===== config.mk =====
export PLATFORM = sky130hd
export DESIGN_NAME = fnd_scan_disp
export DESIGN_NICKNAME = d
export VERILOG_FILES = /design/src/rtl/fnd_pkg.sv /design/src/rtl/fnd_slot_timer.sv /design/src/rtl/fnd_scan_disp.sv
export SDC_FILE = /design/constraint.sdc
export NUM_CORES = 1
export LEC_CHECK = 0
export ABC_AREA = 0
export BUFFER_PORTS_ARGS = -buffer_cell sky130_fd_sc_hd__buf_4
export CORE_ASPECT_RATIO = 1.75
export CORE_MARGIN = 2
export CORE_UTILIZATION = 58
export DETAILED_ROUTE_END_ITERATION = 8
export HOLD_SLACK_MARGIN = 0.1
export PLACE_DENSITY = 0.79
export SYNTH_ARGS = -nofsm -noshare
export SYNTH_HDL_FRONTEND = slang
export SYNTH_SLANG_ARGS = --single-unit

===== constraint.sdc =====
create_clock -name clk -period 6.1 [get_ports clk]
set_input_delay 0.61 -clock clk [delete_from_list [all_inputs] [get_ports clk]]
set_output_delay 0.61 -clock clk [all_outputs]
set_load 0.02 [all_outputs]

===== src/rtl/fnd_pkg.sv =====
// Shared types and helpers for the multiplexed seven-segment scan driver.
// Exports: SEG_W, SEG_BLANK, MAX_DIG, scan_st_e {ST_GUARD, ST_ON}, enb_vec().
package fnd_pkg;

  localparam int SEG_W = 7;
  localparam logic [SEG_W-1:0] SEG_BLANK = '0;
  localparam int MAX_DIG = 8;

  typedef enum logic {
    ST_GUARD = 1'b0,
    ST_ON    = 1'b1
  } scan_st_e;

  // One-hot enable for digit idx, inverted for active-low boards.
  function automatic logic [MAX_DIG-1:0] enb_vec(
    input logic [2:0] idx,
    input logic       act_low
  );
    logic [MAX_DIG-1:0] v;
    v = '0;
    v[idx] = 1'b1;
    return act_low ? ~v : v;
  endfunction

endpackage


===== src/rtl/fnd_slot_timer.sv =====
// Slot/digit/frame/blink counter chain plus the per-slot GUARD/ON state machine.
// Ports: clk, rst | dig_idx_o, blink_ph_o, guard_o, slot_end_o, frame_end_o, frame_st_o.
module fnd_slot_timer
  import fnd_pkg::*;
#(
  parameter int NUM_DIG   = 6,
  parameter int TICK_DIV  = 5000,
  parameter int GUARD_CYC = 16,
  parameter int BLINK_DIV = 64,
  localparam int DW = $clog2(NUM_DIG)
) (
  input  logic          clk,
  input  logic          rst,
  output logic [DW-1:0] dig_idx_o,
  output logic          blink_ph_o,
  output logic          guard_o,
  output logic          slot_end_o,
  output logic          frame_end_o,
  output logic          frame_st_o
);

  localparam int SW = $clog2(TICK_DIV);
  localparam int FW = (BLINK_DIV > 1) ? $clog2(BLINK_DIV) : 1;

  localparam logic [SW-1:0] SLOT_LAST  = SW'(TICK_DIV - 1);
  localparam logic [SW-1:0] GUARD_LAST = SW'(GUARD_CYC - 1);
  localparam logic [DW-1:0] DIG_LAST   = DW'(NUM_DIG - 1);
  localparam logic [FW-1:0] FRM_LAST   = FW'(BLINK_DIV - 1);

  logic [SW-1:0] slot_cnt_q, slot_cnt_d;
  logic [DW-1:0] dig_idx_q, dig_idx_d;
  logic [FW-1:0] frm_cnt_q, frm_cnt_d;
  logic          blink_ph_q, blink_ph_d;
  scan_st_e      st_q, st_d;

  logic slot_end;
  logic frame_end;
  logic blink_wrap;

  always_comb begin
    slot_end   = (slot_cnt_q == SLOT_LAST);
    frame_end  = slot_end && (dig_idx_q == DIG_LAST);
    blink_wrap = frame_end && (frm_cnt_q == FRM_LAST);

    slot_cnt_d = slot_end ? '0 : slot_cnt_q + 1'b1;

    dig_idx_d = dig_idx_q;
    if (slot_end) begin
      dig_idx_d = (dig_idx_q == DIG_LAST) ? '0 : dig_idx_q + 1'b1;
    end

    frm_cnt_d = frm_cnt_q;
    if (frame_end) begin
      frm_cnt_d = (frm_cnt_q == FRM_LAST) ? '0 : frm_cnt_q + 1'b1;
    end

    blink_ph_d = blink_ph_q ^ blink_wrap;
  end

  // GUARD covers slot cycles 0..GUARD_CYC-1; every slot restarts in GUARD.
  always_comb begin
    st_d = st_q;
    unique case (st_q)
      ST_GUARD: begin
        if (slot_end) begin
          st_d = ST_GUARD;
        end else if (slot_cnt_q == GUARD_LAST) begin
          st_d = ST_ON;
        end
      end
      ST_ON: begin
        if (slot_end) begin
          st_d = ST_GUARD;
        end
      end
      default: st_d = ST_GUARD;
    endcase
  end

  always_ff @(posedge clk or posedge rst) begin
    if (rst) begin
      slot_cnt_q <= '0;
      dig_idx_q  <= '0;
      frm_cnt_q  <= '0;
      blink_ph_q <= 1'b0;
      st_q       <= ST_GUARD;
    end else begin
      slot_cnt_q <= slot_cnt_d;
      dig_idx_q  <= dig_idx_d;
      frm_cnt_q  <= frm_cnt_d;
      blink_ph_q <= blink_ph_d;
      st_q       <= st_d;
    end
  end

  assign dig_idx_o   = dig_idx_q;
  assign blink_ph_o  = blink_ph_q;
  assign guard_o     = (st_q == ST_GUARD);
  assign slot_end_o  = slot_end;
  assign frame_end_o = frame_end;
  assign frame_st_o  = (slot_cnt_q == '0) && (dig_idx_q == '0);

endmodule


===== src/rtl/fnd_scan_disp.sv =====
// Multiplexed seven-segment scan driver: staging/shadow frame buffers, update handshake, output regs.
// Ports: clk, rst, i_dig_seg, i_dig_dp, i_blink_msk, i_upd | o_upd_ack, o_seg, o_seg_dp, o_seg_enb, o_frame_st.
module fnd_scan_disp
  import fnd_pkg::*;
#(
  parameter int NUM_DIG     = 6,
  parameter int TICK_DIV    = 5000,
  parameter int GUARD_CYC   = 16,
  parameter int BLINK_DIV   = 64,
  parameter int ENB_ACT_LOW = 1
) (
  input  logic                     clk,
  input  logic                     rst,
  input  logic [NUM_DIG*SEG_W-1:0] i_dig_seg,
  input  logic [NUM_DIG-1:0]       i_dig_dp,
  input  logic [NUM_DIG-1:0]       i_blink_msk,
  input  logic                     i_upd,
  output logic                     o_upd_ack,
  output logic [SEG_W-1:0]         o_seg,
  output logic                     o_seg_dp,
  output logic [NUM_DIG-1:0]       o_seg_enb,
  output logic                     o_frame_st
);

  localparam int DW = $clog2(NUM_DIG);
  localparam logic ACT_LOW = (ENB_ACT_LOW != 0);
  localparam logic [NUM_DIG-1:0] ENB_OFF =
    ACT_LOW ? {NUM_DIG{1'b1}} : {NUM_DIG{1'b0}};

  logic [DW-1:0] dig_idx;
  logic          blink_ph;
  logic          guard;
  logic          slot_end;
  logic          frame_end;
  logic          frame_st;

  fnd_slot_timer #(
    .NUM_DIG   (NUM_DIG),
    .TICK_DIV  (TICK_DIV),
    .GUARD_CYC (GUARD_CYC),
    .BLINK_DIV (BLINK_DIV)
  ) u_timer (
    .clk         (clk),
    .rst         (rst),
    .dig_idx_o   (dig_idx),
    .blink_ph_o  (blink_ph),
    .guard_o     (guard),
    .slot_end_o  (slot_end),
    .frame_end_o (frame_end),
    .frame_st_o  (frame_st)
  );

  logic [NUM_DIG-1:0][SEG_W-1:0] stg_seg_q, stg_seg_d;
  logic [NUM_DIG-1:0]            stg_dp_q, stg_dp_d;
  logic [NUM_DIG-1:0]            stg_blk_q, stg_blk_d;
  logic [NUM_DIG-1:0][SEG_W-1:0] shd_seg_q, shd_seg_d;
  logic [NUM_DIG-1:0]            shd_dp_q, shd_dp_d;
  logic [NUM_DIG-1:0]            shd_blk_q, shd_blk_d;
  logic                          pend_q, pend_d;

  logic [SEG_W-1:0]   seg_q, seg_d;
  logic               dp_q, dp_d;
  logic [NUM_DIG-1:0] enb_q, enb_d;
  logic               ack_q, ack_d;
  logic               fst_q, fst_d;

  logic               bnd;
  logic               load;
  logic               blank;
  logic [MAX_DIG-1:0] enb_full;

  always_comb begin
    bnd  = slot_end & frame_end;
    load = bnd & pend_q;

    stg_seg_d = stg_seg_q;
    stg_dp_d  = stg_dp_q;
    stg_blk_d = stg_blk_q;
    if (i_upd) begin
      stg_seg_d = i_dig_seg;
      stg_dp_d  = i_dig_dp;
      stg_blk_d = i_blink_msk;
    end

    // Shadow moves only on the frame boundary, so a frame is never torn.
    // An i_upd on the boundary itself keeps pend set for the next frame.
    shd_seg_d = load ? stg_seg_q : shd_seg_q;
    shd_dp_d  = load ? stg_dp_q  : shd_dp_q;
    shd_blk_d = load ? stg_blk_q : shd_blk_q;
    pend_d    = i_upd | (pend_q & ~bnd);

    ack_d = load;
    fst_d = frame_st;

    enb_full = enb_vec(3'(dig_idx), ACT_LOW);
    blank    = shd_blk_q[dig_idx] & blink_ph;

    enb_d = ENB_OFF;
    seg_d = SEG_BLANK;
    dp_d  = 1'b0;
    if (!guard) begin
      enb_d = enb_full[NUM_DIG-1:0];
      if (!blank) begin
        seg_d = shd_seg_q[dig_idx];
        dp_d  = shd_dp_q[dig_idx];
      end
    end
  end

  always_ff @(posedge clk or posedge rst) begin
    if (rst) begin
      stg_seg_q <= '0;
      stg_dp_q  <= '0;
      stg_blk_q <= '0;
      shd_seg_q <= '0;
      shd_dp_q  <= '0;
      shd_blk_q <= '0;
      pend_q    <= 1'b0;
      seg_q     <= SEG_BLANK;
      dp_q      <= 1'b0;
      enb_q     <= ENB_OFF;
      ack_q     <= 1'b0;
      fst_q     <= 1'b0;
    end else begin
      stg_seg_q <= stg_seg_d;
      stg_dp_q  <= stg_dp_d;
      stg_blk_q <= stg_blk_d;
      shd_seg_q <= shd_seg_d;
      shd_dp_q  <= shd_dp_d;
      shd_blk_q <= shd_blk_d;
      pend_q    <= pend_d;
      seg_q     <= seg_d;
      dp_q      <= dp_d;
      enb_q     <= enb_d;
      ack_q     <= ack_d;
      fst_q     <= fst_d;
    end
  end

  assign o_seg      = seg_q;
  assign o_seg_dp   = dp_q;
  assign o_seg_enb  = enb_q;
  assign o_upd_ack  = ack_q;
  assign o_frame_st = fst_q;

endmodule


==> results of run 1 <==
[through the flow]
stage / util / power, mW / hold WS (ns) / worst slack (ns)
after floorplan: - / 1.11 / 0.450 / 1.49
after global placement: 0.649 / 1.16 / 0.462 / 3.69
after detailed placement: 0.649 / 1.16 / 0.466 / 3.61
after CTS: 0.709 / 2.28 / 0.244 / 3.59
after global routing: 0.709 / 2.33 / 0.268 / 3.46
final: 0.709 / 2.26 / 0.239 / 3.58
[path summary, 6_finish.rpt]
kind	cells past startpoint	slack (ns)	to	from
max	5	3.58	shd_dp_q[5]	u_timer.dig_idx_o[0]
min	2	0.24	u_timer.slot_cnt_q[0]	rst
max reg2reg	5	3.58	shd_dp_q[5]	u_timer.dig_idx_o[0]
min reg2reg	1	0.47	pend_q	pend_q
max in group asynchronous	3	4.36	stg_dp_q[5]	rst
min in group clk	2	0.42	stg_seg_q[40]	i_dig_seg[40]
[Yosys cell counts (all sizes together) (4+ instances only)]
library cell / number
dfrtp: 143
and3: 5
mux2i: 8
inv: 7
dfstp: 6
buf: 12
nand4: 8
clkbuf: 8
nand2: 7
mux2: 114
mux4: 8
xor2: 6
nor2b: 4
o21ai: 6
nor2: 24
xnor2: 7
nand3: 9
a21oi: 9
[sequential cells by signal, indices dropped and copies added, names as in the netlist, 6 cells and up]
register	count
o_seg_enb	6
stg_blk_q	6
stg_dp_q	6
u_timer.frm_cnt_q	6
shd_seg_q	42
shd_dp_q	6
shd_blk_q	6
o_seg	7
stg_seg_q	42
u_timer.slot_cnt_q	13
[power by group through the flow]
stage / combinational [mW] / clock (mW) / sequential (mW)
global route: 0.105 / 1.18 / 1.05
CTS: 0.0964 / 1.13 / 1.05
finish: 0.0939 / 1.12 / 1.05
detailed placement: 0.0965 / 0 / 1.07
global placement: 0.0926 / 0 / 1.06
floorplan: 0.0586 / 0 / 1.05
[final cells by class]
type | count | area [um2]
tap | 130 | 163
clock buffer | 20 | 437
multi-input combinational | 241 | 2450
inverter | 7 | 31.3
timing repair buffer | 75 | 563
sequential | 149 | 3740
clock inverter | 12 | 204
fill | 683 | 3110
[routing by layer]
metal,part of all wire,wire length (um)
met1,0.38,4550
met2,0.54,6410
met3,0.044,522
met4,0.031,366
met5,0,0
[cells by family after synthesis]
family | Yosys count
AOI/OAI and AO/OA | 20
xor gates and xnor gates | 13
adders and majority gates | 3
buffers and inverters | 27
DFF | 149
muxes | 130
and+or+nand+nor | 75
==> PnR_summary.wiki, run 1 <==
{| class="wikitable"
! Metric !! Value
|-
| Status || complete, no violations
|-
| Proportion of power drawn by combinational gates || 0.041
|-
| Post-synthesis share of cell area spent on full adders, half adders and majority gates || 0.00587
|-
| Yosys top cell by area || sky130_fd_sc_hd__dfrtp_1
|-
| Kind of launch point of the worst setup path || flop
|-
| Clk pwr share || 0.495
|-
| Via count of the first global-routing pass || 3952
|-
| Total iterations of the first detailed-routing run || 4
|-
| CTS clock-pin slew for the worst setup and hold paths || 0.06 ns
|-
| Crit path kind || flop to flop
|-
| Max_cap viols || 0
|-
| Pwr dens || 298 nW/um2
|-
| Number of synthesized flops with an enable pin || 0
|-
| Number of max-slew violations in the final report || 0
|-
| Leading post-synthesis cells by cell area || sky130_fd_sc_hd__dfrtp_1 (56%), sky130_fd_sc_hd__mux2_4 (12%), sky130_fd_sc_hd__mux2_2 (11%), sky130_fd_sc_hd__mux4_2 (2.8%), sky130_fd_sc_hd__dfstp_2 (2.5%)
|-
| Met3 Track Usage GR || 0.0549
|-
| Net Count, Synth || between 400 and 500
|-
| Peak fanout along the critical path || 54
|-
| Req. time, crit path || 6.40 ns
|-
| Warning count from the yosys run || 0
|-
| Floorplan die width || roughly 83 um
|-
| Actual slew at the worst max-slew pin || 1.13 ns
|-
| Cell with the largest stage delay on the worst path || sky130_fd_sc_hd__or2_4
|-
| Simple-gate share of the synthesized area || 0.0715
|-
| Final hold violation count || 0
|-
| Initial Utilization || 0.597
|-
| Area delta synth->final || 18.7%
|-
| Core region area || 10700 um2
|-
| Unrepaired setup endpoints after global routing || false
|-
| Residual overflow from global routing || 0
|-
| Placed wire-length estimate || 7.59 mm
|-
| Routed wire per std cell || 18.7 um
|-
| Routability-driven placement congestion ratio || ~0.8
|-
| Count of hold buffers inserted by post-cts repair || 0
|-
| Path category of the worst min-delay check || primary input to asynchronous set/reset pin
|-
| All-layer global routing usage || 0.213
|-
| Xor and xnor fraction of the mapped netlist area || 0.0178
|-
| Buffer levels on the longest clock path || 2
|-
| Total of endpoints with negative setup slack in the final report || 0
|-
| CTS tree || done
|-
| Normalized max-slew margin || 0.246
|-
| Crit end category || flop
|-
| Mean number of vias per cell || 5.74
|-
| Worst Clk Skew || 0.00523 ns
|-
| Sequential element share of the synthesized area || 0.585
|-
| Net Sw Frac || 0.201
|-
| I/O pin count || 73
|-
| Post-route cell area || 7590 um2
|-
| Leakage component of the power || 3.66 nW
|-
| Layout Cells excl Fill || 634
|-
| Most common flop cell mapped by yosys || sky130_fd_sc_hd__dfrtp_1
|-
| Row count || 50
|-
| Count of port buffers added during placement || 72
|-
| Die Footprint || between 10000 and 15000 um2
|-
| Post-CTS Resized || 0
|-
| GR Layer Usage met2 || 0.367
|-
| Post-synthesis cell type count || 40
|-
| Data arrival at the endpoint of the critical path || 2.82 ns
|-
| Netlist Area Pre-Place || roughly 6400 um2
|-
| Met1 Track Usage GR || 0.250
|-
| First-pass GRT wire length || 19.5 mm
|-
| Tcrit/Tclk final || 0.413
|-
| Clock buffer count from CTS || 17
|-
| Number of nets with antenna violations after routing || 0
|-
| Most used cells in the layout excluding fill and tap cells || sky130_fd_sc_hd__dfrtp_1 (143), sky130_fd_sc_hd__buf_4 (75), sky130_fd_sc_hd__mux2_2 (64)
|-
| Final layout net count || 551
|-
| Gate count after technology mapping || 417
|-
| Share of the synthesized area in the top cell type || 0.560
|-
| Wirelength, routed || 11.8 mm
|-
| Synthesis-stage register bit count || ~150
|-
| Proportion of synthesized area in mux cells || 0.271
|-
| Detailed-route DRC error count || 0
|-
| Number of antenna violations at the first check in global routing || 0
|-
| Placed cell count || 602
|-
| Timing-limited maximum frequency || 397 MHz
|-
| Library cell used as clock root buffer || sky130_fd_sc_hd__clkbuf_16
|-
| Bufs and invs on worst path || 1
|-
| Clock latency at the later pin of the worst-skew pair || 0.42 ns
|-
| Gate family responsible for the most delay along the worst path || simple AND/OR/NAND/NOR gates
|-
| Starting DRC count in detailed routing || 213
|-
| Worst vdd ir || between 200 and 250 uV
|-
| Delay contributed by the slowest stage of the critical path || 0.60 ns
|-
| Most common library cell in the layout ignoring fill and taps || sky130_fd_sc_hd__dfrtp_1
|-
| Complex-gate fraction of the synthesized area || 0.0176
|-
| Height of the chip || 143 um
|-
| Pin count of the biggest net entering global routing || 95
|-
| Most congested layer reported by global routing || met2
|-
| Placed Instance Area || around 6900 um2
|-
| Number of buffers inserted to repair setup after CTS || 0
|-
| Ys async rst share || 1.00
|-
| Switching power of the nets || 0.456 mW
|-
| Time the worst path needs with I/O delays and setup || ~2.5 ns
|-
| Total number of H-tree levels || 4
|-
| Routed via count || 3642
|-
| Power Internal || 1.81 mW
|-
| Setup total negative slack || 0 ns
|-
| Synth Area per Inst || roughly 15 um2
|-
| Fraction of layout instances using a drive strength above 1 || 0.472
|-
| Critical path, cell by cell || buf_4 -> nor4b_4 -> nand4_4 -> or2_4 -> mux2_4
|-
| Flop pwr share || 0.464
|-
| Clock net sink count || 149
|-
| Main combinational cell family by area after synthesis || multiplexers
|-
| Final antenna diode count || 0
|}
(Power assumes the default switching activity.)
==> inputs of run 2 (changes only) <==
==> constraint.sdc (replaced) <==
create_clock -name clk -period 2.5 [get_ports clk]
set_input_delay 0.25 -clock clk [delete_from_list [all_inputs] [get_ports clk]]
set_output_delay 0.25 -clock clk [all_outputs]
set_load 0.02 [all_outputs]
==> run 2 against run 1 <==
  * Design area is 8.4% higher
  * Routed wire length is 12% higher
  * Global-route usage increased by 2.7 points
  * Setup slack got worse by 3.3 ns
  * Core utilization increased by 5.9 points
  * Non-clock buffer count increased by 63
  * Combinational power rose to 3.3 times the previous value
  * Die area is the same
  * Sequential share of layout area is 3.8 points lower
  * Critical path depth stayed put
  * Sequential power grew 140%
  * Cell count grew 9.8%
  * Critical path type unchanged
==> PnR_summary.wiki, run 2 (same netlist as run 1, synthesis figures left out) <==
{| class="wikitable"
! Metric !! Value
|-
| Placed cell count || 610
|-
| Total number of H-tree levels || 4
|-
| Floorplan die width || 83.4 um
|-
| Buffer levels on the longest clock path || 2
|-
| Die Footprint || 11900 um2
|-
| Area delta synth->final || 28.7%
|-
| Residual overflow from global routing || 0
|-
| Timing-limited maximum frequency || approximately 450 MHz
|-
| Peak fanout along the critical path || 28
|-
| Regs by FF count || shd_seg_q x42, stg_seg_q x42, u_timer.slot_cnt_q x13
|-
| Max_cap viols || 0
|-
| Placed Instance Area || 7060 um2
|-
| Crit end category || flop
|-
| Req. time, crit path || about 2.8 ns
|-
| Number of antenna violations at the first check in global routing || 0
|-
| Clock net sink count || roughly 150
|-
| Post-Route Utilization || 0.769
|-
| Time the worst path needs with I/O delays and setup || 2.22 ns
|-
| Row count || 50
|-
| Path category of the worst min-delay check || primary input to flop
|-
| Tcrit/Tclk final || 0.886
|-
| Total of endpoints with negative setup slack in the final report || 0
|-
| First-pass GRT wire length || 21.8 mm
|-
| Final-layout worst hold slack || between 0.4 and 0.5 ns
|-
| Starting DRC count in detailed routing || ~230
|-
| Most common library cell in the layout ignoring fill and taps || sky130_fd_sc_hd__dfrtp_1
|-
| Pwr dens || just under 700 nW/um2
|-
| Unrepaired setup endpoints after global routing || false
|-
| Initial Utilization || 0.597
|-
| Clock buffer count from CTS || 17
|-
| Pin count of the biggest net entering global routing || 56
|-
| CTS clock-pin slew for the worst setup and hold paths || ~0.060 ns
|-
| Worst Clk Skew || 0.0103 ns
|-
| Height of the chip || 143 um
|-
| Actual slew at the worst max-slew pin || 0.767 ns
|-
| I/O pin count || 73
|-
| Final hold violation count || 0
|-
| Library cell used as clock root buffer || sky130_fd_sc_hd__clkbuf_16
|-
| Worst vdd ir || between 500 and 600 uV
|-
| All-layer global routing usage || 0.240
|-
| Crit path kind || flop to flop
|-
| Routed wire per std cell || 19.0 um
|-
| Clock latency at the later pin of the worst-skew pair || between 0.4 and 0.5 ns
|-
| Number of nets with antenna violations after routing || 0
|-
| Worst Setup Slack, final || 0.284 ns
|-
| Mean number of vias per cell || ~5.6
|-
| Status || complete, no violations
|-
| Kind of launch point of the worst setup path || flop
|-
| Number of max-slew violations in the final report || 0
|-
| Count of port buffers added during placement || roughly 70
|-
| Placed wire-length estimate || between 8 and 9 mm
|-
| Post-Place Setup Slack || 0.298 ns
|-
| Post-CTS Resized || 0
|-
| Total iterations of the first detailed-routing run || 4
|-
| Data arrival at the endpoint of the critical path || 2.51 ns
|-
| Total design power || roughly 5.5 mW
|-
| Routed via count || slightly below 4000
|-
| CTS tree || done
|-
| Layout Cells excl Fill || 696
|-
| Core region area || 10700 um2
|-
| Fraction of layout instances using a drive strength above 1 || 0.433
|-
| Setup total negative slack || 0 ns
|-
| Via count of the first global-routing pass || around 4300
|-
| Final antenna diode count || 0
|-
| Post-route cell area || between 8000 and 9000 um2
|-
| Normalized max-slew margin || 0.485
|-
| Final layout net count || a little over 600
|-
| Routability-driven placement congestion ratio || 0.866
|-
| Wirelength, routed || 13.2 mm
|-
| Leakage component of the power || 3.94 nW
|-
| Most used cells in the layout excluding fill and tap cells || sky130_fd_sc_hd__dfrtp_1 (143), sky130_fd_sc_hd__buf_4 (79), sky130_fd_sc_hd__mux2_2 (64)
|-
| Detailed-route DRC error count || 0
|}
run 2: worst paths after layout:
path                                       start  slack, ns       endpoint  cells after the start
max in group asynchronous                    rst       1.31   o_seg_enb[1]                      4
min in group asynchronous                    rst       0.48    stg_dp_q[1]                      3
max reg2reg                u_timer.slot_cnt_q[4]       0.28  shd_seg_q[35]                      5
min                                        i_upd       0.45         pend_q                      2
min reg2reg                               pend_q       0.48         pend_q                      1
max                        u_timer.slot_cnt_q[4]       0.28  shd_seg_q[35]                      5
run 2: cell type report:
class                           count  area (um2)
Fill cell                         604        2470
Clock inverter                      9         151
Inverter                            7        30.0
Sequential cell                   149        3740
Tap cell                          130         163
Clock buffer                       22         464
Timing Repair Buffer              138        1220
Multi-Input combinational cell    241        2450
run 2: where the power goes:
| part | switching [mW] | internal, mW |
|---|---|---|
| clock | 0.954 | 1.72 |
| sequential | 0.0522 | 2.50 |
| combinational | 0.114 | 0.200 |
run 2: worst max-delay path: stages (launching register included):
cell and delay [ns]:
sky130_fd_sc_hd__dfrtp_1 0.49, sky130_fd_sc_hd__nor4b_4 0.41, sky130_fd_sc_hd__nand4_4 0.23, sky130_fd_sc_hd__or2_4 0.31, sky130_fd_sc_hd__buf_4 0.29, sky130_fd_sc_hd__mux2_4 0.36
run 2: timing repair:
| action | CTS | global route |
|---|---|---|
| hold buffers | 55 | 0 |
| endpoints found under the hold margin | 75 | 0 |
| setup buffers | 0 | 0 |
run 2: layer usage:
metal,track usage,share of wire,wire length [um]
met3,0.0503,0.040,531
met1,0.276,0.38,5020
met5,0,0,0
met4,0.0837,0.021,272
met2,0.439,0.56,7420
==> inputs of run 3 (changes only) <==
--- a/config.mk
+++ b/config.mk
@@ -10,6 +10,7 @@
 export CORE_ASPECT_RATIO = 1.75
 export CORE_MARGIN = 2
 export CORE_UTILIZATION = 58
+export CTS_CLUSTER_SIZE = 24
 export DETAILED_ROUTE_END_ITERATION = 8
 export HOLD_SLACK_MARGIN = 0.1
 export PLACE_DENSITY = 0.79
==> constraint.sdc (replaced) <==
create_clock -name clk -period 2.4 [get_ports clk]
set_input_delay 0.24 -clock clk [delete_from_list [all_inputs] [get_ports clk]]
set_output_delay 0.24 -clock clk [all_outputs]
set_load 0.02 [all_outputs]
==> run 3 against run 2 <==
  * Critical endpoint is now shd_seg_q[16]
  * Global-route usage increased by 0.80 points
  * Count of clock-buffer cells in the layout increased by 3
  * Sequential cell count unchanged
  * Routed wire length increased by 2.2%
  * Register-to-register slack improved by 0.04 ns
  * Clock skew about the same
  * Sequential share of layout area increased by 0.21 points
  * First-iteration DRC count increased by 16%
==> PnR_summary.wiki, run 3 (same netlist as run 1, synthesis figures left out) <==
{| class="wikitable"
! Metric !! Value
|-
| Tcrit/Tclk final || 0.863
|-
| Unrepaired setup endpoints after global routing || false
|-
| Count of port buffers added during placement || approximately 70
|-
| Worst Setup Slack, final || 0.328 ns
|-
| Switching power of the nets || 1.14 mW
|-
| Clock buffer count from CTS || 17
|-
| Residual overflow from global routing || 0
|-
| Power Internal || 4.46 mW
|-
| Leakage component of the power || 3.93 nW
|-
| Total design power || 5.60 mW
|-
| Area delta synth->final || 28.1%
|-
| Initial Utilization || 0.597
|-
| Normalized max-slew margin || 0.525
|-
| Routed wire per std cell || a little under 20 um
|-
| Crit end category || flop
|-
| Routability-driven placement congestion ratio || 0.852
|-
| Final hold violation count || 0
|-
| Pwr dens || 684 nW/um2
|-
| Total area of multi-input combinational cells || around 2500 um2
|-
| Timing-limited maximum frequency || approximately 480 MHz
|-
| Crit path kind || flop to flop
|-
| Die Footprint || 11900 um2
|-
| Count of filler cells inserted in the layout || approximately 610
|-
| Floorplan die width || 83.4 um
|-
| Most common library cell in the layout ignoring fill and taps || sky130_fd_sc_hd__dfrtp_1
|-
| Delay contributed by the slowest stage of the critical path || 0.50 ns
|-
| First-pass GRT wire length || around 22 mm
|-
| Post-route cell area || 8190 um2
|-
| Status || complete, no violations
|-
| Cell with the largest stage delay on the worst path || sky130_fd_sc_hd__dfrtp_1
|-
| Worst reg-to-reg setup slack || 0.33 ns
|-
| Gate family responsible for the most delay along the worst path || simple AND/OR/NAND/NOR gates
|-
| Time the worst path needs with I/O delays and setup || 2.07 ns
|-
| CTS clock-pin slew for the worst setup and hold paths || 0.06 ns
|-
| Clock latency at the later pin of the worst-skew pair || 0.42 ns
|-
| Starting DRC count in detailed routing || 270
|-
| Clk pwr share || 0.465
|-
| Flop pwr share || 0.475
|-
| Proportion of power drawn by combinational gates || 0.059
|-
| Placed wire-length estimate || between 8 and 9 mm
|-
| Path category of the worst min-delay check || primary input to asynchronous set/reset pin
|-
| Detailed-route DRC error count || 0
|-
| Net Sw Frac || 0.203
|-
| Actual slew at the worst max-slew pin || 0.707 ns
|-
| Kind of launch point of the worst setup path || flop
|-
| Final layout net count || 614
|-
| Placed cell count || 610
|-
| Layout Cells excl Fill || 695
|-
| CTS tree || done
|-
| Library cell used as clock root buffer || sky130_fd_sc_hd__clkbuf_16
|-
| Total number of H-tree levels || 4
|-
| Placed Instance Area || 7070 um2
|-
| Req. time, crit path || 2.70 ns
|-
| Register Area || 3740 um2
|-
| Pin count of the biggest net entering global routing || 56
|-
| Bufs and invs on worst path || 1
|-
| Data arrival at the endpoint of the critical path || 2.37 ns
|-
| I/O pin count || 73
|-
| Critical path, cell by cell || nor4b_4 -> nand4_4 -> or2_4 -> buf_12 -> mux2_4
|-
| Core region area || 10700 um2
|-
| Routed via count || approximately 3900
|-
| Buffer levels on the longest clock path || 2
|-
| Number of antenna violations at the first check in global routing || 0
|-
| Worst vdd ir || 683 uV
|-
| Via count of the first global-routing pass || 4298
|-
| Most used cells in the layout excluding fill and tap cells || sky130_fd_sc_hd__dfrtp_1 (143), sky130_fd_sc_hd__buf_4 (78), sky130_fd_sc_hd__mux2_2 (64)
|-
| Regs by FF count || shd_seg_q x42, stg_seg_q x42, u_timer.slot_cnt_q x13
|-
| Final antenna diode count || 0
|-
| All-layer global routing usage || 0.248
|-
| Total iterations of the first detailed-routing run || 4
|-
| Worst Clk Skew || between 0.01 and 0.015 ns
|-
| Number of nets with antenna violations after routing || 0
|-
| Number of max-slew violations in the final report || 0
|-
| Wirelength, routed || 13.5 mm
|-
| Row count || 50
|-
| Post-CTS Resized || 0
|-
| Total of endpoints with negative setup slack in the final report || 0
|-
| Post-Place Setup Slack || 0.340 ns
|-
| Setup total negative slack || 0 ns
|-
| Peak fanout along the critical path || 26
|-
| Clock net sink count || 149
|-
| Height of the chip || 143 um
|-
| Max_cap viols || 0
|-
| Fraction of layout instances using a drive strength above 1 || 0.425
|-
| Mean number of vias per cell || 5.63
|}
==> run 3: final timing paths <==
path / start / endpoint / depth (start not counted)
max: u_timer.slot_cnt_q[4] / shd_seg_q[16] / 5
min: rst / stg_dp_q[0] / 3
max reg2reg: u_timer.slot_cnt_q[4] / shd_seg_q[16] / 5
min reg2reg: u_timer.frm_cnt_q[2] / u_timer.frm_cnt_q[2] / 1
max in group asynchronous: rst / u_timer.slot_cnt_q[5] / 4
min in group clk: i_upd / pend_q / 2
==> run 3: metrics by stage <==
stage,util,hold WS [ns]
4_1_cts,0.765,0.405
3_3_place_gp,0.661,0.281
5_1_grt,0.765,0.426
6_report,0.765,0.414
2_1_floorplan,-,0.392
3_5_place_dp,0.661,0.285
==> run 3: power groups by stage <==
stage               clock network [mW]  registers (mW)  logic, mW
floorplan                            0            2.68      0.149
finish                            2.61            2.66      0.332
detailed placement                   0            2.71      0.260
global placement                     0            2.70      0.248
global route                      2.74            2.67      0.364
CTS                               2.64            2.66      0.332
==> run 3: repair_timing <==
item                      in CTS  in global routing
hold buffers                  55                  0
hold endpoints to repair      68                  0
buffers inserted               0                  0
==> run 3: routing by layer <==
metal,track usage,vias to the layer above,part of all wire,routed length (um)
met5,0,-,0,0
met2,0.435,122,0.54,7330
met1,0.290,2011,0.39,5310
met3,0.0532,29,0.034,466
met4,0.114,0,0.031,425
li1,-,1750,-,-
==> run 3: final cells by class <==
| type | instances | share of cell area |
|---|---|---|
| flip-flops and latches | 149 | 0.456 |
| clock inverters | 5 | 0.0122 |
| well taps | 130 | 0.0199 |
| repair buffers | 138 | 0.151 |
| multi-input cells | 241 | 0.300 |
| clock buffers | 25 | 0.0569 |
| inverters | 7 | 0.00367 |
==> run 3: worst reg2reg max path: cells and delay by family (launching register included) <==
family | cells | cell delay (ns)
buffers and inverters | 1 | 0.19
and+or+nand+nor | 3 | 0.94
DFF | 1 | 0.50
muxes | 1 | 0.33
